[src/rtl/contador_ad_param.sv]
// Parametrised up/down wrap-around counter for one date/time field, stepped by PS/2 keys
// in edit mode or by cascade pulses. Optional registered BCD digits under CONTADOR_AD_BCD_EN.
module contador_ad_param #(
    parameter int         N           = 4,
    parameter int         MIN         = 1,
    parameter int         MAX         = 12,
    parameter int         RST_VAL     = 1,
    parameter logic [1:0] EN_SEL      = 2'd1,
    parameter logic [7:0] ESTADO_EDIT = 8'h7D,
    parameter logic [7:0] KEY_UP      = 8'h73,
    parameter logic [7:0] KEY_DN      = 8'h72
) (
    input  logic         clk,
    input  logic         rst,
    input  logic [7:0]   estado,
    input  logic [1:0]   en,
    input  logic [7:0]   Cambio,
    input  logic         got_data,
    input  logic         inc_in,
    input  logic         dec_in,
    output logic [N-1:0] Cuenta,
    output logic         carry,
    output logic         borrow
`ifdef CONTADOR_AD_BCD_EN
    ,
    output logic [3:0]   bcd_dec,
    output logic [3:0]   bcd_uni
`endif
);

    localparam logic [N-1:0] MIN_V = N'(MIN);
    localparam logic [N-1:0] MAX_V = N'(MAX);
    localparam logic [N-1:0] RST_V = N'(RST_VAL);

    localparam logic [7:0] CODE_BRK = 8'hF0;

    logic         got_data_q;
    logic         brk;
    logic         key_ev;
    logic         edit;
    logic         kb_up;
    logic         kb_dn;
    logic         up;
    logic         dn;
    logic [N-1:0] cuenta_nxt;
    logic         carry_nxt;
    logic         borrow_nxt;

    assign key_ev = got_data & ~got_data_q;
    assign edit   = (en == EN_SEL) && (estado == ESTADO_EDIT);
    assign kb_up  = key_ev & edit & ~brk & (Cambio == KEY_UP);
    assign kb_dn  = key_ev & edit & ~brk & (Cambio == KEY_DN);
    assign up     = kb_up | inc_in;
    assign dn     = kb_dn | dec_in;

    // Out-of-range values recover to MIN silently in either direction.
    always_comb begin
        cuenta_nxt = Cuenta;
        carry_nxt  = 1'b0;
        borrow_nxt = 1'b0;
        if (up && !dn) begin
            if (Cuenta == MAX_V) begin
                cuenta_nxt = MIN_V;
                carry_nxt  = 1'b1;
            end else if (Cuenta > MAX_V || Cuenta < MIN_V) begin
                cuenta_nxt = MIN_V;
            end else begin
                cuenta_nxt = Cuenta + N'(1);
            end
        end else if (dn && !up) begin
            if (Cuenta == MIN_V) begin
                cuenta_nxt = MAX_V;
                borrow_nxt = 1'b1;
            end else if (Cuenta > MAX_V || Cuenta < MIN_V) begin
                cuenta_nxt = MIN_V;
            end else begin
                cuenta_nxt = Cuenta - N'(1);
            end
        end
    end

    // The event after an F0 is the released key's code and is always swallowed.
    always_ff @(posedge clk or negedge rst) begin
        if (!rst) begin
            got_data_q <= 1'b0;
            brk        <= 1'b0;
        end else begin
            got_data_q <= got_data;
            if (key_ev) begin
                if (brk) begin
                    brk <= 1'b0;
                end else if (Cambio == CODE_BRK) begin
                    brk <= 1'b1;
                end
            end
        end
    end

    always_ff @(posedge clk or negedge rst) begin
        if (!rst) begin
            Cuenta <= RST_V;
            carry  <= 1'b0;
            borrow <= 1'b0;
        end else begin
            Cuenta <= cuenta_nxt;
            carry  <= carry_nxt;
            borrow <= borrow_nxt;
        end
    end

`ifdef CONTADOR_AD_BCD_EN
    logic [3:0] bcd_dec_nxt;
    logic [3:0] bcd_uni_nxt;

    assign bcd_dec_nxt = 4'(32'(cuenta_nxt) / 32'd10);
    assign bcd_uni_nxt = 4'(32'(cuenta_nxt) % 32'd10);

    always_ff @(posedge clk or negedge rst) begin
        if (!rst) begin
            bcd_dec <= 4'(RST_VAL / 10);
            bcd_uni <= 4'(RST_VAL % 10);
        end else begin
            bcd_dec <= bcd_dec_nxt;
            bcd_uni <= bcd_uni_nxt;
        end
    end
`endif

endmodule
[config.mk]
export PLATFORM = sky130hd
export DESIGN_NAME = contador_ad_param
export DESIGN_NICKNAME = d
export VERILOG_FILES = /design/src/rtl/contador_ad_param.sv
export SDC_FILE = /design/constraint.sdc
export NUM_CORES = 1
export LEC_CHECK = 0
export BUFFER_PORTS_ARGS = -buffer_cell sky130_fd_sc_hd__buf_2
export CAP_MARGIN = 10
export CORE_MARGIN = 10
export CORE_UTILIZATION = 51
export CTS_BUF_LIST = sky130_fd_sc_hd__clkbuf_8
export CTS_CLUSTER_DIAMETER = 80
export DETAILED_ROUTE_END_ITERATION = 8
export PLACE_DENSITY = 0.85
export SYNTH_ARGS = -nofsm -noshare
export SYNTH_HDL_FRONTEND = slang
export SYNTH_SLANG_ARGS = --single-unit
[constraint.sdc]
create_clock -name clk -period 3.28 [get_ports clk]
set_input_delay 0.984 -clock clk [delete_from_list [all_inputs] [get_ports clk]]
set_output_delay 0.984 -clock clk [all_outputs]
set_load 0.05 [all_outputs]
# Word-level counts from Yosys, hierarchy flattened
# Index checks and enable logic that the tools add are counted.
dict set report op_classes {
  n_bitwise 9
  addsub 2
  magnitude_cmp 2
  mux 13
  n_eq_ne 7
  n_reduce_logical 7
}
# op count
set op_table {}
lappend op_table {{equality test 8 x 7 -> 1 bit, second input constant} 3}
lappend op_table {{2-to-1 mux 4 bit} 6}
lappend op_table {{equality test 8 bit, second input constant} 1}
lappend op_table {{2-to-1 mux 1 bit} 7}
lappend op_table {{bitwise AND 1 bit} 5}
lappend op_table {{adder 4 x 1 -> 4 bit, second input constant} 1}
lappend op_table {{equality test 4 x 1 -> 1 bit, second input constant} 1}
lappend op_table {{equality test 4 bit, second input constant} 1}
lappend op_table {{> comparator 4 bit, second input constant} 1}
lappend op_table {{less-than comparator 4 x 1 -> 1 bit, second input constant} 1}
lappend op_table {{subtractor 4 x 1 -> 4 bit, second input constant} 1}
lappend op_table {{logical AND 1 bit} 3}
lappend op_table {{equality test 2 x 1 -> 1 bit, second input constant} 1}
lappend op_table {{logical NOT 1 bit} 2}
lappend op_table {{inverter 1 bit} 2}
lappend op_table {{OR 1 bit} 2}
lappend op_table {{nonzero test 2 bit} 1}
lappend op_table {{logical OR 1 bit} 1}
dict set report totals {
  word_cells 45
  output_inout_bits 6
  regBits 8
  inputBits 23
}

# Depth between registers and ports, before layout
# Gate-level depths: netlist (run 1).
dict set report logic_depth {
  word_depth 10
  depth_mapped 8
  depth_no_buf 7
}

# Worst setup path after synthesis (run 1)
# Ideal clock, no wire load.
dict set report synth_timing {
  path_type {input-to-reg}
  start {input port Cambio[2]}
  end {register Cuenta[2]}
  setup_ns 0.121
  cell_stages 8
  required_ns 3.159
  n_path_buf 1
  t_arrival_ns 2.751
  slack_ns 0.408
  path_cell_list {nand4bb_1 -> nor4_2 -> a31o_2 -> ha_1 -> clkbuf_1 -> nor2_1 -> a221o_1 -> a22o_2}
}
dict set report synth_via {
  elab_chain_cells 6
  word_cells_on_any_way 12
  cone_classes {eq/ne (2); mux (1); bitwise (4); reduce/logical (5)}
}
# element line
set synth_rtl {}
lappend synth_rtl {{start: declaration} 17} ;# input logic [7:0] Cambio,
lappend synth_rtl {{equality test 8 x 7 -> 1 bit (on tied branches)} {52, 51}}
lappend synth_rtl {{bitwise AND 1 bit (on tied branches)} {52, 51}}
lappend synth_rtl {{OR 1 bit (on tied branches)} {54, 53}}
lappend synth_rtl {{logical NOT 1 bit (on tied branches)} {61, 70}}
lappend synth_rtl {{logical AND 1 bit (on tied branches)} {61, 70}}
lappend synth_rtl {{2-to-1 mux 4 bit / nonzero test 2 bit (equally long branches)} --}
lappend synth_rtl {{end signal: assignment} 105} ;# Cuenta <= cuenta_nxt;
lappend synth_rtl {{end: declaration} 21} ;# output logic [N-1:0] Cuenta,
# Several ways; a longest one is shown, not always the timed one.
# A chain may end at the register's enable or synchronous reset.

# Final worst setup path (run 1)
# Ends and elaborated chain as after synthesis.

==> impl_metrics.ini, run 1 <==
[detailed_routing]
wl_per_cell_um = 17.6
drt-total-wl_um = 1990
drcViolationCount = 0
drt_iter0_markers = 15
dr.pass1.iters = 4
vias_per_cell = 5.76
ant_nets = 0
vias = 651

[pwr]
leakagePower_uw = 0.000426
irDropWorstVdd_uv = 714
power_density_nw_per_um2 = 815

[worst_hold_path]
hp-class = reg -> reg
min_path_cells = 1

[synth]
ys_async_sr_fraction_pct = 100
synth_cell_types = 35
synth_edf_count = 0
synth.avg_cell_area_um2 = 9.47
ys_seq_area_share_pct = 30.4
synth_area_um2 = 663
yosys_warnings = 0
synth_flop_cell = dfrtp_1
syn-num-nets = 99
synthCells = 70
ys_ff_latch = 8

[setup_path]
path_class = in -> reg
critPathArrivalTime_ns = 3.03
critPathRequiredTime_ns = 3.40
worstSetupStartpointType = input port
crit_slowest_cell = nor4_2
ff2ff_path_depth = 7
critPathCaptureType = flip-flop
critical-path-max-stage-delay_ns = 0.48
worstSetupPathDepth = 8
cp_top_family = compound AO/OA/AOI/OAI gates
critPathMaxFanout = 11
crit_chain = buf_2 -> nand4bb_1 -> nor4_2 -> a31o_2 -> ha_1 -> nor2_1 -> a221o_1 -> a22o_2
path_buf_inv = 1

[floorplan]
coreArea_um2 = 1170
die_w_um = 56.1
die_h_um = 56.1
start_util_pct = 56.6
dieArea_um2 = 3140
num_rows = 12
io_pins = 29

[timing]
setup_viol = 0
setup_tns_ns = 0
fmax_mhz = 343
finalMaxSlewViolations = 0
period_minus_slack_ns = 2.91
final_hold_viol_count = 0
tightest_slew_ns = 0.514
skew_ns = 0.00308
min_period_over_period_pct = 88.8
rsz0062_at_grt = false
setup_ws_ns = 0.368
whs_ns = 0.523
maxSlewHeadroom_pct = 65.5

[cells_and_area]
nFillCells = 91
layout_commonest_cell = buf_2
n_antenna_cell = 0
fin_nets = 129
mostFrequentLayoutCells = 28 x buf_2, 8 x inv_1, 7 x dfrtp_1
area_growth_pct = 27.5
finalNonFillerCells = 113
layout-drive-gt1-share_pct = 41.4
final_util_pct = 72.2

[grt]
grt_pass1_vias = 693
antenna_found_initial = 0
overflow = 0
grt_start_max_net_pins = 16
grt_first_pass_wirelength_um = 3180
grtUsageTotal_pct = 12.1

[clock_network]
hold_buffers = 0
cts_resized = 0
cts_tree = yes
cts_setup_buffers = 0
cts_buffer_depth = 2
clock_latency_ns = 0.23
root_buffer = clkbuf_8
path_clk_slew_ns = 0.05
numClockSinks = 8
htreeDepth = 1
cts_inserted_buffers = 3

[run_status]
outcome = completed

[placement]
port_buffers = 28
post-place-cells = 109
dpl_worst_slack_ns = 0.117
gp_congestion = 0.857
dp_hpwl_um = 1590

[run]
cap_viol_max_count = 0
==> routing by layer <==
layer / routed length, um / part of all wire, % / global-route usage, %
met1: 760 / 38 / 12.5
met2: 989 / 50 / 20.6
met3: 163 / 8.2 / 4.56
met4: 73 / 3.7 / 6.48
met5: 0 / 0 / 0
==> cells in the mapped netlist (2+ instances only) <==
library cell  number  area, um^2
a31oi_1            2        12.5
nor2b_1            2        12.5
a31o_2             2        17.5
and2_1             3        18.8
inv_1              7        26.3
nand4bb_1          2        22.5
o31ai_1            2        15.0
ha_1               6        75.1
nand4b_1           3        26.3
nand3_1            2        10.0
nand2b_1           2        12.5
or3b_2             3        26.3
nor2_1             6        22.5
dfrtp_1            7         175
==> logic make-up after synthesis <==
family | synth area share (%)
simple gates | 32.6
compound gates | 18.7
fa+ha+maj | 11.3
buf+inv | 6.98
flops | 30.4
==> report_power, final <==
part	internal, uW	switching (uW)	total (uW)
combinational	151	220	371
sequential	131	61.6	192
clock	81.6	45.1	127
total	363	326	689
==> flip-flops by register name, indices dropped and copies added (netlist names) <==
signal and count:
Cuenta 4, borrow 1, brk 1, carry 1
got_data_q 1
==> final cells by class <==
| cell class | instances | area, um^2 | share of cell area, % |
|---|---|---|---|
| sequential | 8 | 201 | 23.8 |
| multi-input combinational | 52 | 415 | 49.1 |
| clock buffer | 3 | 41.3 | 4.88 |
| inverter | 7 | 26.3 | 3.11 |
| timing repair buffer | 28 | 140 | 16.6 |
| tap | 14 | 17.5 | 2.07 |
| clock inverter | 1 | 3.75 | 0.444 |
==> worst paths after layout <==
| path | start | end | slack, ns |
|---|---|---|---|
| worst max-delay path | Cambio[2] | Cuenta[2] | 0.37 |
| worst min-delay path | brk | brk | 0.52 |
| worst max register to register | got_data_q | Cuenta[2] | 0.97 |
| worst min register to register | brk | brk | 0.52 |
| max in group asynchronous | rst | Cuenta[0] | 2.44 |
| min in group asynchronous | rst | Cuenta[2] | 0.59 |
==> metrics by stage <==
step           power [uW]  cell area, um^2
6_report              689              846
5_1_grt               730              846
4_1_cts               686              846
3_5_place_dp          557              801
3_3_place_gp          539              801
2_1_floorplan         474              663
(Power assumes the default switching activity.)
==> inputs of run 2 (changes only) <==
- CORE_UTILIZATION: 51 -> 45
- PLACE_DENSITY: 0.85 -> 0.76
- SETUP_SLACK_MARGIN: unset -> 0.1
==> run 2 against run 1 <==
Against the previous run:
- first-iteration DRC count grew 60%
- clock power decreased by 3%
- critical path depth did not move
- worst setup slack better by 0.080 ns
- sequential share of layout area is essentially flat
- sequential cell count unchanged
- utilization is 9.5 points lower
- final area up 0.15%
- non-clock buffer count stayed put
- register-to-register slack better by 0.06 ns
- cell count increased by 0.88%
- total power down 2.8%
- critical endpoint unchanged
- largest cell class unchanged
==> impl_metrics.ini, run 2 (synthesis results as in run 1) <==
[detailed_routing]
vias = 645
drt_iter0_markers = 24
wl_per_cell_um = 15.4
drt-total-wl_um = 1760
drcViolationCount = 0
dr.pass1.iters = 4
vias_per_cell = 5.66
ant_nets = 0

[floorplan]
die_h_um = 58.4
die_w_um = 58.4
io_pins = 29
dieArea_um2 = 3410
start_util_pct = 49.1
num_rows = 13
coreArea_um2 = 1350

[worst_hold_path]
hold_path_end = brk
holdCritStartpoint = brk
min_path_cells = 1
hp-class = reg -> reg

[clock_network]
clock_latency_ns = 0.23
hold_buffers = 0
root_buffer = clkbuf_8
numClockSinks = 8
path_clk_slew_ns = 0.05
cts_resized = 0
htreeDepth = 1
cts_tree = yes
cts_buffer_depth = 2
cts_inserted_buffers = 3
cts_setup_buffers = 0

[pwr]
combPwrFrac_pct = 53.3
cellInternalPower_uw = 362
power.share.switching_pct = 46.0
leakagePower_uw = 0.000426
power_frac_seq_pct = 28.3
p_sw_uw = 308
irDropWorstVdd_uv = 403
power_density_nw_per_um2 = 791
clkPwrFrac_pct = 18.4

[setup_path]
critPathCaptureType = flip-flop
worstReg2RegStart = got_data_q
crit_chain = buf_2 -> nand4bb_1 -> nor4_2 -> a31o_2 -> ha_1 -> nor2_1 -> a221o_1 -> a22o_2
path_buf_inv = 1
crit_slowest_cell = nor4_2
reg2reg_to = Cuenta[2]
critical-path-max-stage-delay_ns = 0.42
critPathRequiredTime_ns = 3.39
critPathArrivalTime_ns = 2.95
path_class = in -> reg
critPathMaxFanout = 11
r2r_slack_ns = 1.03
worstSetupStartpointType = input port
cp_top_family = compound AO/OA/AOI/OAI gates
ff2ff_path_depth = 7

[timing]
maxSlewHeadroom_pct = 70.3
setup_tns_ns = 0
final_hold_viol_count = 0
fmax_mhz = 353
period_minus_slack_ns = 2.83
setup_ws_ns = 0.448
finalMaxSlewViolations = 0
tightest_slew_ns = 0.442
setup_viol = 0
skew_ns = 0.00198
rsz0062_at_grt = false
min_period_over_period_pct = 86.3

[placement]
dp_hpwl_um = 1470
post-place-cells = 110
dpl_worst_slack_ns = 0.229
port_buffers = 28
gp_congestion = 0.795

[grt]
grt_start_max_net_pins = 16
grtUsageTotal_pct = 9.70
antenna_found_initial = 0
grt_pass1_vias = 673
overflow = 0
grt_first_pass_wirelength_um = 2700

[run]
cap_viol_max_count = 0

[cells_and_area]
largest_register = Cuenta
largest_reg_flops = 4
nFillCells = 112
layout-drive-gt1-share_pct = 41.4
area_growth_pct = 27.7
fin_nets = 129
finalNonFillerCells = 114
mostFrequentLayoutCells = 28 x buf_2, 8 x inv_1, 7 x dfrtp_1
layout_commonest_cell = buf_2
n_antenna_cell = 0

[run_status]
outcome = completed
==> run 2: cell counts in the layout (fill, tap and decap cells not counted) <==
Identical to the previous run, type by type.
==> run 2: layer usage <==
layer / track usage (%) / routed length, um / vias to the layer above
li1: - / - / 320
met1: 10.2 / 762 / 303
met2: 16.4 / 877 / 20
met3: 3.22 / 94 / 2
met4: 5.70 / 23 / 0
met5: 0 / 0 / -
==> run 2: stage by stage <==
stage               power, uW  hold slack [ns]  cell area, um^2  util, %
floorplan                 474            0.486              663        -
global placement          544            0.497              802     59.4
detailed placement        548            0.511              802     59.4
CTS                       674            0.521              847     62.7
global route              720            0.541              847     62.7
finish                    670            0.512              847     62.7
==> run 2: layout make-up <==
cell class / count / area [um^2] / area share [%]
multi-input cells: 52 / 415 / 49.0
clock inverters: 1 / 3.75 / 0.443
well taps: 15 / 18.8 / 2.22
clock buffers: 3 / 41.3 / 4.87
repair buffers: 28 / 140 / 16.5
flip-flops and latches: 8 / 201 / 23.8
inverters: 7 / 26.3 / 3.10
==> run 2: worst register-to-register path: stages, from the launching register on <==
cell and delay, ns:
dfrtp_1 0.36, nand2b_1 0.18, nor4_2 0.34, a31o_2 0.24
ha_1 0.35, nor2_1 0.10, a221o_1 0.32, a22o_2 0.25
==> run 2: worst max path at each step <==
stage              start         to  slack (ns)  cells after the start
6_report       Cambio[2]  Cuenta[2]        0.45                      8
5_1_grt        Cambio[2]  Cuenta[3]        0.32                      8
4_1_cts        Cambio[2]  Cuenta[2]        0.47                      8
3_5_place_dp   Cambio[2]  Cuenta[2]        0.23                      8
3_3_place_gp   Cambio[2]  Cuenta[2]        0.29                      8
2_1_floorplan  Cambio[2]  Cuenta[2]        0.41                      8
==> run 2: power groups by stage <==
stage	registers (uW)	logic [uW]	clock network, uW
6_report	190	357	123
3_5_place_dp	191	356	0
2_1_floorplan	251	223	0
5_1_grt	199	390	131
4_1_cts	190	358	126
3_3_place_gp	190	354	0
==> inputs of run 3 (changes only) <==
- CTS_BUF_LIST: sky130_fd_sc_hd__clkbuf_8 -> unset
==> run 3 against run 2 <==
Against the previous run:
- sequential power hardly changed
- combinational power hardly changed
- critical path type unchanged
- highest routed layer unchanged
- critical path depth stayed put
- critical endpoint unchanged
- register-to-register slack hardly changed
- wire length is 1.0% lower
- non-clock buffer count stayed put
- global-route usage is 0.087 points lower
- total power is 6.1% lower
- worst setup slack better by 0.035 ns
==> impl_metrics.ini, run 3 (synthesis results as in run 1) <==
[setup_path]
ff2ff_path_depth = 7
reg2reg_to = Cuenta[2]
critPathRequiredTime_ns = 3.43
critPathLaunch = Cambio[2]
r2r_slack_ns = 1.04
path_class = in -> reg
worstSetupStartpointType = input port
critPathCaptureType = flip-flop
critPathMaxFanout = 11
critPathArrivalTime_ns = 2.94
worstReg2RegStart = got_data_q

[timing]
maxSlewHeadroom_pct = 70.1
setup_tns_ns = 0
min_period_over_period_pct = 85.3
period_minus_slack_ns = 2.80
finalMaxSlewViolations = 0
tightest_slew_ns = 0.444
setup_viol = 0
skew_ns = 0.000895
final_hold_viol_count = 0
rsz0062_at_grt = false
fmax_mhz = 358
setup_ws_ns = 0.484

[clock_network]
clock_latency_ns = 0.25
numClockSinks = 8
htreeDepth = 1
cts_resized = 0
hold_buffers = 0
cts_tree = yes
path_clk_slew_ns = 0.06
cts_setup_buffers = 0
root_buffer = clkbuf_4
cts_inserted_buffers = 3
cts_buffer_depth = 2

[cells_and_area]
largest_register = Cuenta
mostFrequentLayoutCells = 28 x buf_2, 7 x dfrtp_1, 7 x inv_1
fin_area_um2 = 828
seq_area_um2 = 201
nFillCells = 113
area_growth_pct = 24.9
layout_commonest_cell = buf_2
largest_reg_flops = 4
fin_nets = 129
n_antenna_cell = 0
multi_input_area_um2 = 415
layout-drive-gt1-share_pct = 41.4

[floorplan]
die_h_um = 58.4
die_w_um = 58.4
coreArea_um2 = 1350
io_pins = 29
dieArea_um2 = 3410
start_util_pct = 49.1
num_rows = 13

[grt]
antenna_found_initial = 0
grtUsageTotal_pct = 9.61
grt_start_max_net_pins = 16
overflow = 0
grt_first_pass_wirelength_um = 2680
grt_pass1_vias = 668

[placement]
dp_hpwl_um = 1470
dpl_worst_slack_ns = 0.229
port_buffers = 28
placed_area_um2 = 802
gp_congestion = 0.795

[detailed_routing]
ant_nets = 0
wl_per_cell_um = 15.3
dr.pass1.iters = 4
drt_iter0_markers = 18
vias_per_cell = 5.67
vias = 646
drcViolationCount = 0
drt-total-wl_um = 1740

[pwr]
irDropWorstVdd_uv = 400
leakagePower_uw = 0.000414
power_density_nw_per_um2 = 760

[run_status]
outcome = completed

[worst_hold_path]
holdCritStartpoint = brk
min_path_cells = 1
hp-class = reg -> reg
hold_path_end = brk

[run]
cap_viol_max_count = 0
[run 3: cell types whose count changed in the layout (fill, tap and decap cells not counted)]
cell / change
clkbuf_1: +1
clkbuf_4: +3
clkbuf_8: -3
inv_1: -1
[run 3: layout make-up]
class	instances	share of cell area [%]
Timing Repair Buffer	28	16.9
Sequential cell	8	24.3
Inverter	7	3.17
Tap cell	15	2.27
Clock buffer	4	3.17
Multi-Input combinational cell	52	50.2
[run 3: worst max path at each step]
stage                endpoint  slack, ns  depth (start not counted)
floorplan           Cuenta[2]       0.41                          8
global placement    Cuenta[2]       0.29                          8
detailed placement  Cuenta[2]       0.23                          8
CTS                 Cuenta[2]       0.50                          8
global route        Cuenta[3]       0.35                          8
finish              Cuenta[2]       0.48                          8
[run 3: stage by stage]
stage | power [uW] | hold slack, ns | utilization, % | instances
after global routing | 679 | 0.545 | 61.4 | 114
after detailed placement | 548 | 0.511 | 59.4 | 110
final | 629 | 0.515 | 61.4 | 114
after CTS | 634 | 0.525 | 61.4 | 114
after global placement | 544 | 0.497 | 59.4 | 110
after floorplan | 474 | 0.486 | - | 70
[run 3: per-layer routing]
| metal | GRT usage, % | vias up | share of wire, % |
|---|---|---|---|
| li1 | - | 319 | - |
| met1 | 10.1 | 302 | 43 |
| met2 | 16.4 | 23 | 51 |
| met3 | 3.22 | 2 | 5.7 |
| met4 | 5.37 | 0 | 0.63 |
| met5 | 0 | - | 0 |
[run 3: critical path, stage by stage]
cell and delay [ns]:
buf_2 0.10, nand4bb_1 0.19, nor4_2 0.42, a31o_2 0.24, ha_1 0.34, nor2_1 0.10
a221o_1 0.32, a22o_2 0.25
[run 3: power by group]
group / total, uW / switching [uW] / internal, uW
combinational: 356 / 206 / 149
sequential: 190 / 59.4 / 130
clock: 83.8 / 37.0 / 46.8
total: 629 / 303 / 326
